==> src/rtl/bridge_pkg.sv <==
// Shared types and default sizing for the trigger/a0 bridge.
package bridge_pkg;

    typedef enum logic [1:0] {
        IDLE        = 2'd0,
        DEB_PRESS   = 2'd1,
        HELD        = 2'd2,
        DEB_RELEASE = 2'd3
    } deb_state_e;

    localparam int DEF_DEBOUNCE_CYCLES = 4;
    localparam int DEF_FIFO_DEPTH      = 4;

endpackage

==> src/rtl/bridge_fifo.sv <==
// Synchronous FIFO with occupancy count; full/empty derive from the count.
module bridge_fifo #(
    parameter int DATA_WIDTH = 32,
    parameter int DEPTH      = 4
) (
    input  logic                       clk,
    input  logic                       rst,
    input  logic                       push_i,
    input  logic                       pop_i,
    input  logic [DATA_WIDTH-1:0]      wdata_i,
    output logic [DATA_WIDTH-1:0]      rdata_o,
    output logic                       accept_o,
    output logic                       empty_o,
    output logic [$clog2(DEPTH):0]     count_o
);

    localparam int AW = $clog2(DEPTH);
    localparam int CW = AW + 1;

    logic [DATA_WIDTH-1:0] mem_q [DEPTH];
    logic [AW-1:0]         wr_ptr_q, rd_ptr_q;
    logic [CW-1:0]         count_q, count_d;
    logic                  full, pop_ok;

    assign full     = (count_q == CW'(DEPTH));
    assign empty_o  = (count_q == '0);
    assign pop_ok   = pop_i && !empty_o;
    // A full FIFO still takes a push when a pop frees the head slot this cycle.
    assign accept_o = push_i && (!full || pop_ok);
    assign count_d  = count_q + CW'(accept_o) - CW'(pop_ok);
    assign rdata_o  = mem_q[rd_ptr_q];
    assign count_o  = count_q;

    always_ff @(posedge clk) begin
        if (rst) begin
            wr_ptr_q <= '0;
            rd_ptr_q <= '0;
            count_q  <= '0;
        end else begin
            if (accept_o) wr_ptr_q <= wr_ptr_q + 1'b1;
            if (pop_ok)   rd_ptr_q <= rd_ptr_q + 1'b1;
            count_q <= count_d;
        end
    end

    always_ff @(posedge clk) begin
        if (accept_o) mem_q[wr_ptr_q] <= wdata_i;
    end

endmodule

==> src/rtl/trig_a0_bridge.sv <==
// Debounced push-button trigger pulse plus a0 change capture into a FIFO.
//   state       | meaning
//   IDLE        | button released and accepted as released
//   DEB_PRESS   | counting consecutive pressed samples
//   HELD        | press accepted, trigger already issued
//   DEB_RELEASE | counting consecutive released samples
module trig_a0_bridge
    import bridge_pkg::*;
#(
    parameter int DATA_WIDTH      = 32,
    parameter int DEBOUNCE_CYCLES = DEF_DEBOUNCE_CYCLES,
    parameter int FIFO_DEPTH      = DEF_FIFO_DEPTH
) (
    input  logic                          clk,
    input  logic                          rst,
    input  logic                          btn_in,
    output logic                          trigger,
    input  logic [DATA_WIDTH-1:0]         a0,
    output logic [DATA_WIDTH-1:0]         out_data,
    output logic                          out_valid,
    input  logic                          out_ready,
    output logic                          overflow,
    output logic [$clog2(FIFO_DEPTH):0]   fifo_count
);

    localparam int CNT_W = $clog2(DEBOUNCE_CYCLES) + 1;
    localparam logic [CNT_W-1:0] CNT_LAST = CNT_W'(DEBOUNCE_CYCLES - 1);

    logic               sync1_q, sync2_q;
    deb_state_e         state_q;
    logic [CNT_W-1:0]   cnt_q, cnt_inc;
    logic               trigger_q;
    logic [DATA_WIDTH-1:0] a0_prev_q;
    logic               overflow_q, overflow_d;
    logic               push_req, push_accept, fifo_empty;

    always_ff @(posedge clk) begin
        if (rst) begin
            sync1_q <= 1'b0;
            sync2_q <= 1'b0;
        end else begin
            sync1_q <= btn_in;
            sync2_q <= sync1_q;
        end
    end

    assign cnt_inc = cnt_q + 1'b1;

    // The sample that enters a debounce state counts as the first stable one.
    always_ff @(posedge clk) begin
        if (rst) begin
            state_q   <= IDLE;
            cnt_q     <= '0;
            trigger_q <= 1'b0;
        end else begin
            trigger_q <= 1'b0;
            case (state_q)
                IDLE: begin
                    if (sync2_q) begin
                        state_q <= DEB_PRESS;
                        cnt_q   <= '0;
                    end
                end
                DEB_PRESS: begin
                    if (!sync2_q) begin
                        state_q <= IDLE;
                    end else if (cnt_inc == CNT_LAST) begin
                        state_q   <= HELD;
                        trigger_q <= 1'b1;
                    end else begin
                        cnt_q <= cnt_inc;
                    end
                end
                HELD: begin
                    if (!sync2_q) begin
                        state_q <= DEB_RELEASE;
                        cnt_q   <= '0;
                    end
                end
                DEB_RELEASE: begin
                    if (sync2_q) begin
                        state_q <= HELD;
                    end else if (cnt_inc == CNT_LAST) begin
                        state_q <= IDLE;
                    end else begin
                        cnt_q <= cnt_inc;
                    end
                end
                default: state_q <= IDLE;
            endcase
        end
    end

    assign trigger = trigger_q;

    assign push_req   = (a0 != a0_prev_q);
    assign overflow_d = overflow_q | (push_req & ~push_accept);

    always_ff @(posedge clk) begin
        if (rst) begin
            a0_prev_q  <= '0;
            overflow_q <= 1'b0;
        end else begin
            a0_prev_q  <= a0;
            overflow_q <= overflow_d;
        end
    end

    bridge_fifo #(
        .DATA_WIDTH (DATA_WIDTH),
        .DEPTH      (FIFO_DEPTH)
    ) u_fifo (
        .clk      (clk),
        .rst      (rst),
        .push_i   (push_req),
        .pop_i    (out_ready),
        .wdata_i  (a0),
        .rdata_o  (out_data),
        .accept_o (push_accept),
        .empty_o  (fifo_empty),
        .count_o  (fifo_count)
    );

    assign out_valid = !fifo_empty;
    assign overflow  = overflow_q;

endmodule

==> config.mk <==
export PLATFORM = sky130hd
export DESIGN_NAME = trig_a0_bridge
export DESIGN_NICKNAME = d
export VERILOG_FILES = /design/src/rtl/bridge_pkg.sv /design/src/rtl/bridge_fifo.sv /design/src/rtl/trig_a0_bridge.sv
export SDC_FILE = /design/constraint.sdc
export NUM_CORES = 1
export LEC_CHECK = 0
export ABC_AREA = 1
export BUFFER_PORTS_ARGS = -buffer_cell sky130_fd_sc_hd__buf_2
export CAP_MARGIN = 20
export CORE_MARGIN = 4
export CORE_UTILIZATION = 45
export CTS_CLUSTER_DIAMETER = 200
export CTS_CLUSTER_SIZE = 20
export DETAILED_ROUTE_END_ITERATION = 8
export REMOVE_ABC_BUFFERS = 1
export SETUP_SLACK_MARGIN = 0.1
export SYNTH_ARGS = -nofsm -noshare
export SYNTH_HDL_FRONTEND = slang
export SYNTH_SLANG_ARGS = --single-unit
export TNS_END_PERCENT = 50
==> constraint.sdc <==
create_clock -name clk -period 5 [get_ports clk]
set_clock_uncertainty 0.1 [all_clocks]
set_input_delay 1 -clock clk [delete_from_list [all_inputs] [get_ports clk]]
set_output_delay 1 -clock clk [all_outputs]
set_load 0.1 [all_outputs]
==> results of run 1 <==
==> final cells by class <==
class	count	area [um^2]	share of cell area (%)
Sequential cell	178	4850	60.0
Multi-Input combinational cell	329	1700	21.1
Timing Repair Buffer	81	438	5.42
Clock buffer	19	433	5.36
Inverter	65	244	3.02
Tap cell	184	230	2.85
Clock inverter	13	185	2.29
==> power breakdown <==
part	internal, uW	switching, uW	leakage, uW
Sequential	1920	76.1	0.00161
Clock	836	539	0.000297
Combinational	322	1740	0.00127
Total	3080	2350	0.00317
==> worst paths after layout <==
kind                      start                 to  cells after the start
hold reg to reg         sync1_q            sync2_q                      2
hold / removal          sync1_q            sync2_q                      2
setup / recovery      flip-flop       out_data[14]                      5
setup reg to reg  a0_prev_q[18]  u_fifo.count_o[2]                     12
==> metal layers <==
| layer | wire length, um | share of wire, % |
|---|---|---|
| met5 | 0 | 0 |
| met4 | 266 | 1.9 |
| met3 | 582 | 4.2 |
| met2 | 6440 | 46 |
| met1 | 6590 | 47 |
==> cells in the final DEF, fill, tap and decap left out, drive strengths merged <==
cell,synthesis,final
ha,8,8
edfxtp,128,128
clkinv,0,6
buf,6,81
clkinvlp,0,2
nand2,52,52
xor2,3,3
bufinv,0,4
a31oi,1,1
or2,1,1
nand3,5,5
o22ai,32,32
o21ai,67,67
clkbuf,18,19
xnor2,26,26
nor2,123,123
inv,65,66
a21oi,9,9
fa,1,1
dfxtp,50,50
a211oi,1,1
==> sequential cells by signal (all words and copies together) (netlist names), named ones only <==
| register | flops |
|---|---|
| u_fifo.mem_q | 128 |
| u_fifo.wr_ptr_q | 2 |
| overflow | 1 |
| sync2_q | 1 |
| u_fifo.count_o | 3 |
| cnt_q | 3 |
| a0_prev_q | 32 |
| state_q | 1 |
| trigger | 1 |
| sync1_q | 1 |
| u_fifo.rd_ptr_q | 2 |
==> cells by family (layout without fill, tap and decap cells) <==
| kind of cell | Yosys count | count (layout) | synth area share, % |
|---|---|---|---|
| DFF | 178 | 178 | 70.6 |
| buffers and inverters | 89 | 178 | 4.98 |
| xor gates and xnor gates | 29 | 29 | 3.81 |
| AOI/OAI and AO/OA | 110 | 110 | 8.67 |
| adders and majority gates | 9 | 9 | 1.75 |
| and+or+nand+nor | 181 | 181 | 10.1 |
==> through the flow <==
stage / instance area [um^2] / setup slack (ps) / util (%) / instances
floorplan: 6760 / 787 / - / 572
global placement: 7440 / 1580 / 50.4 / 836
detailed placement: 7440 / 1510 / 50.4 / 836
CTS: 8060 / 1390 / 54.6 / 868
global route: 8080 / 1370 / 54.7 / 869
finish: 8080 / 1470 / 54.7 / 869
==> critical path, stage by stage, from the launching register on <==
cell	delay [ps]
dfxtp_1	310
inv_1	520
buf_4	350
o21ai_0	110
o22ai_1	210
buf_2	480
==> run metrics, run 1 <==
status=completed; post-DR vias/cell=4.98; GRT met1 Usage=a little over a fifth; first-pass GRT wire length=22200 um; final worst path period need=approximately 3500 ps; fmax=about 0.28 GHz; DR iter-0 viols=between 200 and 300; synthesized area per cell=approximately 12 um^2; count of different cell masters after synthesis=23; maximum resistive drop on vdd=0.397 mV; CTS tree=built; TritonCTS buffer count=17; Crit Path Max Fanout=17; Row Count=44; number of fill cells=roughly 1300; postcts setup bufs=0; clock sink count=178; PortBufs=73; top-count cell post-synth=edfxtp_1; Post-CTS Resized=0; hold_buf cts=0; WHS=~320 ps; Post-Syn Instances=596; final hold violations=0; Global Route Usage Sum=approximately 17%; worst slew pin tran=between 800 and 900 ps; FF+latch count, synth=around 180; Reg2Reg Setup Slack=around 2300 ps; sequential share of the synthesized area=70.6%; grt met3 use=4.24%; Final Setup Violations=0; Yosys warnings=0; vias in the first global route=roughly 4200; total wire length=roughly 14000 um; Tcrit/Tclk final=a little over two thirds; Die H=131 um; initial antenna violation count=0; crit path kind=reg -> out; top cells by count, synth=edfxtp_1, nor2_1, o21ai_0; Post-route DRC=0; Worst slew margin=41.0%; total of max-cap violations=0; Overflow after GRT=0; DIE WIDTH=131 um; CP arrival=2430 ps; post-DR wirelength/cell=16.0 um; CTS Buffer Depth=2; crit start category=flip-flop; H-Tree Level Count=4; CP required=just under 4000 ps; DR vias=around 4300; met2 GRT Util=approximately 26%; unrepaired setup endpoints after global routing=false; ys flop type=edfxtp_1; setup TNS=0 ps; HPWL Detailed=a little over 8000 um; PnR Total Power=5430 uW; starting density of the core=46.5%; GR peak layer=met2; pin count of the biggest net entering global routing=65; antenna diode count=0; total core area=roughly 15000 um^2; Final #Nets=717; clk_lat worst skew=approximately 430 ps; Max Slew Vio Count=0; I/O Pins=74; Root Driver=clkbuf_16; Clk pin slew, worst setup/hold paths=about 70 ps; worst hold path class=reg -> reg; die footprint=roughly 17000 um^2; Antenna Violating Nets Remaining=0; share of cells above drive strength 1=18.7%; Crit. End Element=primary output; Post-synth EDFFs=roughly 130; Synth area leaders=edfxtp_1, dfxtp_1, nor2_1, o21ai_0, xnor2_1; share of synthesized registers carrying an async set or reset=0%; pwr/cell area=just under 700 nW/um^2; post-synth top area share=between 50% and 60%; GPL Wtd Cong=0.723; area grow syn2layout=17.8%; post-synth top area cell=edfxtp_1; Leakage=approximately 0.0032 uW; drt first pass iters=4; Mapped Area=6860 um^2
(Power assumes the default switching activity.)
==> run 2: changes to the inputs <==
- ABC_AREA: 1 -> 0
- PLACE_DENSITY: not set -> 0.66
- clock period: 5 -> 3.2 ns (I/O delays scaled with it)
==> run 2 against run 1 <==
Against the previous run:
- non-clock buffer count fell by 4
- first-iteration DRC count is 39% lower
- sequential cell count unchanged
- final cell count decreased by 26%
- routed wire length down 15%
- sequential power grew 52%
- register-to-register slack got worse by 1600 ps
- clock power rose by 56%
- global-route usage decreased by 1.3 points
- critical path depth is 2 lower
- total power grew 51%
- synthesized cell count down 40%
- critical endpoint is now out_data[10]
- largest cell class unchanged
==> run metrics, run 2 <==
mux cell area share after synthesis=11.4% (+11 points); post-synth top area cell=edfxtp_1; Post-synth EDFFs=128 (unchanged); max incr delay on CP=570 ps (+50 ps); Antenna Violating Nets Remaining=0 (unchanged); Largest register FFs=128 (unchanged); Setup WS post-layout=274 ps (-1190 ps); total of max-cap violations=0 (unchanged); drt first pass iters=4 (unchanged); PortBufs=73 (unchanged); Crit Path Max Fanout=10 (-7); initial antenna violation count=0 (unchanged); final worst path period need=~2900 ps; adder-cell share of the synthesized area=1.81% (+0.061 points); Final Setup Violations=0 (unchanged); total wire length=11900 um (-15%); maximum resistive drop on vdd=0.710 mV (+79%); Pint=4900 uW (+59%); H-Tree Level Count=4 (unchanged); post-synth top area share=58.0% (+1.9 points); CTS tree=built; CP bufs+invs=2 (-1); DR vias=3265 (-25%); hold_buf cts=0 (unchanged); PnR Total Power=8200 uW (+51%); unrepaired setup endpoints after global routing=false; sequential share of the synthesized area=73.1% (+2.5 points); Clk pin slew, worst setup/hold paths=60 ps (about the same); biggest regs=u_fifo.mem_q: 128 flops, a0_prev_q: 32 flops; CTS Buffer Depth=2 (unchanged); clk_lat worst skew=420 ps (about the same); post-DR wirelength/cell=18.5 um (+16%); Synth Area in Compound Gates=0.868% (-7.8 points); top cells by count, synth=edfxtp_1, dfxtp_1, nor2b_1, xnor2_1, mux4_2; top-count cell post-synth=edfxtp_1; Overflow after GRT=0 (unchanged); count of different cell masters after synthesis=31 (+35%); combinational share of power=36.7% (-1.2 points); Post-route DRC=0 (unchanged); crit start category=flip-flop; slowest cell on the critical path=dfxtp_2; Worst slew margin=35.2% (-5.8 points); Tcrit/Tclk final=approximately nine tenths; status=completed; area grow syn2layout=18.4%; Leakage=0.00273 uW (-14%); crit path kind=reg -> out; total core area=14500 um^2 (-1.9%); fmax=around 0.34 GHz; most common cell after layout, fill and taps aside=edfxtp_1; pin count of the biggest net entering global routing=36 (-45%); postcts setup bufs=0 (unchanged); Post-CTS Resized=0 (unchanged); TritonCTS buffer count=17 (unchanged); vias in the first global route=3379 (-20%); pwr/cell area=1040 nW/um^2 (+55%); Final #Nets=489 (-32%); FF+latch count, synth=178 (unchanged); Mapped Area=6630 um^2 (-3.4%); DIE WIDTH=129 um (-1.6%); pre-CTS setup slack=186 ps (-1330 ps); Flop pwr share=37.0% (+0.3 points); Post-Synth XOR/XNOR Area=5.02% (+1.2 points); I/O Pins=74 (unchanged); share of cells above drive strength 1=32.4% (+14 points); Yosys warnings=0 (unchanged); clock power share=26.2% (+0.9 points); worst slew pin tran=972 ps (+87.1 ps); WHS=342 ps (+23.2 ps); critical path cell sequence=buf_4 > mux4_2 > buf_2; starting density of the core=45.8% (-0.71 points); most frequent cells in the layout=edfxtp_1, buf_2, dfxtp_1; DR iter-0 viols=167 (-39%); Crit. End Element=primary output; worst hold path class=in -> reg; clock sink count=178 (unchanged); final hold violations=0 (unchanged); HPWL Detailed=7190 um (-12%); Simple-Gate Fraction of Synth Area=6.66% (-3.5 points); family with the most delay on the worst path=buffers and inverters; ys flop type=edfxtp_1; Synth area leaders=edfxtp_1, dfxtp_1, mux4_2, xnor2_1, nor2b_1; die footprint=16700 um^2 (-3.2%); share of synthesized registers carrying an async set or reset=0% (unchanged); post-DR vias/cell=5.09 (+2.2%); Global Route Usage Sum=15.2% (-1.3 points); Root Driver=clkbuf_16; largest family of logic cells by synthesized area=multiplexers; final core area utilization=54.2% (-0.53 points); Row Count=44 (unchanged); synthesized area per cell=18.4 um^2 (+60%); first-pass GRT wire length=18600 um (-16%); Max Slew Vio Count=0 (unchanged); Die H=129 um (-1.6%); GPL Wtd Cong=0.668 (-7.6%); CP required=2460 ps (-1440 ps); CP arrival=2190 ps (-240 ps); antenna diode count=0 (unchanged); Post-Syn Instances=360 (-40%); NetSw=3310 uW (+41%); switch share=40.3% (-3.0 points); Largest Register=u_fifo.mem_q
[run 2: kinds of logic (layout without fill, tap and decap cells)]
family / count (synthesis) / count (layout)
and+or+nand+nor: 73 / 73
AOI/OAI and AO/OA: 8 / 8
buffers and inverters: 19 / 116
adders and majority gates: 9 / 9
muxes: 35 / 35
DFF: 178 / 178
xor gates and xnor gates: 38 / 38
[run 2: final timing paths]
kind                                     from                 to  slack, ps  cells after the start
worst max-delay path                flip-flop       out_data[10]        270                      3
worst min-delay path                   btn_in            sync1_q        340                      2
worst max register to register  a0_prev_q[14]  u_fifo.count_o[2]        710                      9
worst min register to register        sync1_q            sync2_q        340                      1
[run 2: metal layers]
layer | GRT usage [%] | vias up | routed length (um)
met1 | 20.1 | 1656 | 5430
li1 | - | 1521 | -
met4 | 6.67 | 0 | 216
met3 | 3.83 | 18 | 509
met2 | 23.9 | 70 | 5710
met5 | 0 | - | 0
[run 2: per-stage QoR]
stage	area (um^2)	cells	TNS, ps
after CTS	7850	641	0
after global routing	7850	641	0
after global placement	7230	609	0
final	7850	641	0
after floorplan	6580	348	-238
after detailed placement	7230	609	0
[run 2: cell type report]
type,count,area [um^2]
clock inverters,12,161
well taps,184,230
clock buffers,20,457
repair buffers,77,420
fillers,1141,6630
flip-flops and latches,178,4850
inverters,7,26.3
multi-input cells,163,1710
[run 2: power groups by stage]
stage               sequential [uW]  combinational (uW)  clock (uW)
finish                         3040                3010        2150
floorplan                      3220                2360           0
global route                   3080                3140        2280
detailed placement             3100                3050           0
global placement               3070                3040           0
CTS                            3050                3060        2180
==> run 3: changes to the inputs <==
- ABC_AREA: 0 -> 1
- CORE_ASPECT_RATIO: not set -> 0.5
==> run 3 against run 2 <==
Against the previous run:
- total power grew 2.1%
- register-to-register slack got worse by 80 ps
- hold slack worse by 28 ps
- combinational power rose by 9.0%
- clock power shrank 8%
- fmax rose by 3.4%
- die area rose by 4.0%
- largest power group is now combinational logic
==> run metrics, run 3 (synthesis results as in run 1) <==
clock sink count=178 (unchanged); Global Route Usage Sum=16.1% (+0.93 points); total of max-cap violations=0 (unchanged); Max Slew Vio Count=0 (unchanged); DR vias=4312 (+32%); combinational share of power=39.1% (+2.4 points); worst hold path class=reg -> reg; drt first pass iters=5 (+1); DIE WIDTH=183 um (+41%); area grow syn2layout=18.7%; Largest Register=u_fifo.mem_q; postcts setup bufs=0 (unchanged); antenna diode count=0 (unchanged); switch share=44.4% (+4.0 points); total core area=14700 um^2 (+1.5%); vias in the first global route=4155 (+23%); worst-case reg-to-reg path depth=13 (+4); Root Driver=clkbuf_16; Reg2Reg Setup Slack=630 ps (-80 ps); Pint=4660 uW (-4.8%); crit path kind=reg -> out; most common cell after layout, fill and taps aside=edfxtp_1; hold endpoint=sync2_q; Tcrit/Tclk final=88.5% (-3.0 points); starting density of the core=46.7% (+0.88 points); biggest regs=u_fifo.mem_q: 128 flops, a0_prev_q: 32 flops; CP arrival=2090 ps (-100 ps); H-Tree Level Count=4 (unchanged); unrepaired setup endpoints after global routing=false; die footprint=17400 um^2 (+4.0%); Crit Path Max Fanout=25 (+15); most frequent cells in the layout=edfxtp_1, nor2_1, buf_2; I/O Pins=74 (unchanged); WHS Path Cells=2 (unchanged); first-pass GRT wire length=21400 um (+15%); Post-Place Cells=853 (+40%); worst slew pin tran=1050 ps (+77.5 ps); CP required=2460 ps (about the same); initial antenna violation count=0 (unchanged); fmax=0.353 GHz (+3.4%); Final Instance Count excl. Fillers=887 (+38%); crit start category=flip-flop; final hold violations=0 (unchanged); NetSw=3720 uW (+12%); Worst Hold Launch=sync1_q; Post-route DRC=0 (unchanged); Die H=95.3 um (-26%); FF-to-FF End=u_fifo.count_o[2]; post-DR wirelength/cell=15.2 um (-18%); GPL Wtd Cong=0.690 (+3.2%); final core area utilization=55.4% (+1.2 points); pre-CTS setup slack=135 ps (-50.7 ps); clk_lat worst skew=410 ps (about the same); DR iter-0 viols=265 (+59%); status=completed; Final Setup Violations=0 (unchanged); Overflow after GRT=0 (unchanged); Flop pwr share=37.3% (+0.3 points); CTS Buffer Depth=2 (unchanged); Worst slew margin=29.8% (-5.3 points); pwr/cell area=1030 nW/um^2 (-1.5%); Largest register FFs=128 (unchanged); share of cells above drive strength 1=19.3% (-13 points); final worst path period need=2830 ps (-95.0 ps); Post-CTS Resized=0 (unchanged); RR Startpoint=a0_prev_q[28]; PortBufs=73 (unchanged); Clk pin slew, worst setup/hold paths=70 ps (about the same); clock power share=23.6% (-2.6 points); Antenna Violating Nets Remaining=0 (unchanged); Leakage=0.00319 uW (+17%); maximum resistive drop on vdd=0.875 mV (+23%); hold_buf cts=0 (unchanged); Setup WS post-layout=369 ps (+95.0 ps); Crit. End Element=primary output; CTS tree=built; pin count of the biggest net entering global routing=41 (+14%); post-DR vias/cell=4.86 (-4.6%); cell area after layout=8140 um^2 (+3.7%); HPWL Detailed=8030 um (+12%); Area after DPL=7520 um^2 (+3.9%); Row Count=31 (-30%); TritonCTS buffer count=17 (unchanged); Final #Nets=721 (+47%); total wire length=13400 um (+13%)
==> run 3: cell types whose count changed in the layout (fill, tap and decap cells not counted), sizes merged, moves of 6 or more <==
| cell | change |
|---|---|
| inv | +64 |
| o22ai | +32 |
| a21oi | +6 |
| nor2b | -36 |
| nand2 | +47 |
| mux4 | -32 |
| xnor2 | -10 |
| nand4 | -9 |
| o21ai | +66 |
| buf | +8 |
| nor2 | +114 |
==> run 3: final cells by class <==
class	count	area, um^2
Timing Repair Buffer	85	526
Clock buffer	17	425
Multi-Input combinational cell	329	1700
Sequential cell	178	4850
Tap cell	198	248
Inverter	65	244
Fill cell	1238	6560
Clock inverter	15	150
==> run 3: how the worst max path moves through the flow <==
stage                               to               from
global route               out_data[1]          flip-flop
CTS                       out_data[31]          flip-flop
global placement     u_fifo.count_o[2]             a0[29]
detailed placement   u_fifo.count_o[2]             a0[11]
floorplan           u_fifo.mem_q[0][0]  u_fifo.count_o[1]
finish                    out_data[31]          flip-flop
==> run 3: metal layers <==
layer	GRT usage [%]	vias to the layer above	wire length (um)
li1	-	2171	-
met1	21.3	2059	6270
met2	27.1	76	6490
met3	3.73	6	585
met4	4.68	0	103
met5	0	-	0
==> run 3: through the flow <==
stage / total power (uW) / hold WS (ps) / setup TNS, ps
5_1_grt: 8760 / 329 / 0
3_5_place_dp: 6420 / 305 / 0
6_report: 8380 / 314 / 0
2_1_floorplan: 5700 / 288 / -149640
3_3_place_gp: 6360 / 292 / 0
4_1_cts: 8410 / 315 / 0
==> run 3: worst max-delay path: stages (launching register included) <==
cell	delay (ps)
dfxtp_1	350
inv_1	280
buf_12	230
o21ai_0	120
o22ai_1	210
buf_2	480
==> run 3: power groups by stage <==
stage / Clock (uW) / Sequential (uW) / Combinational (uW)
after detailed placement: 0 / 3180 / 3250
after floorplan: 0 / 3320 / 2380
final: 1980 / 3120 / 3280
after CTS: 2020 / 3130 / 3260
after global routing: 2130 / 3160 / 3480
after global placement: 0 / 3170 / 3200
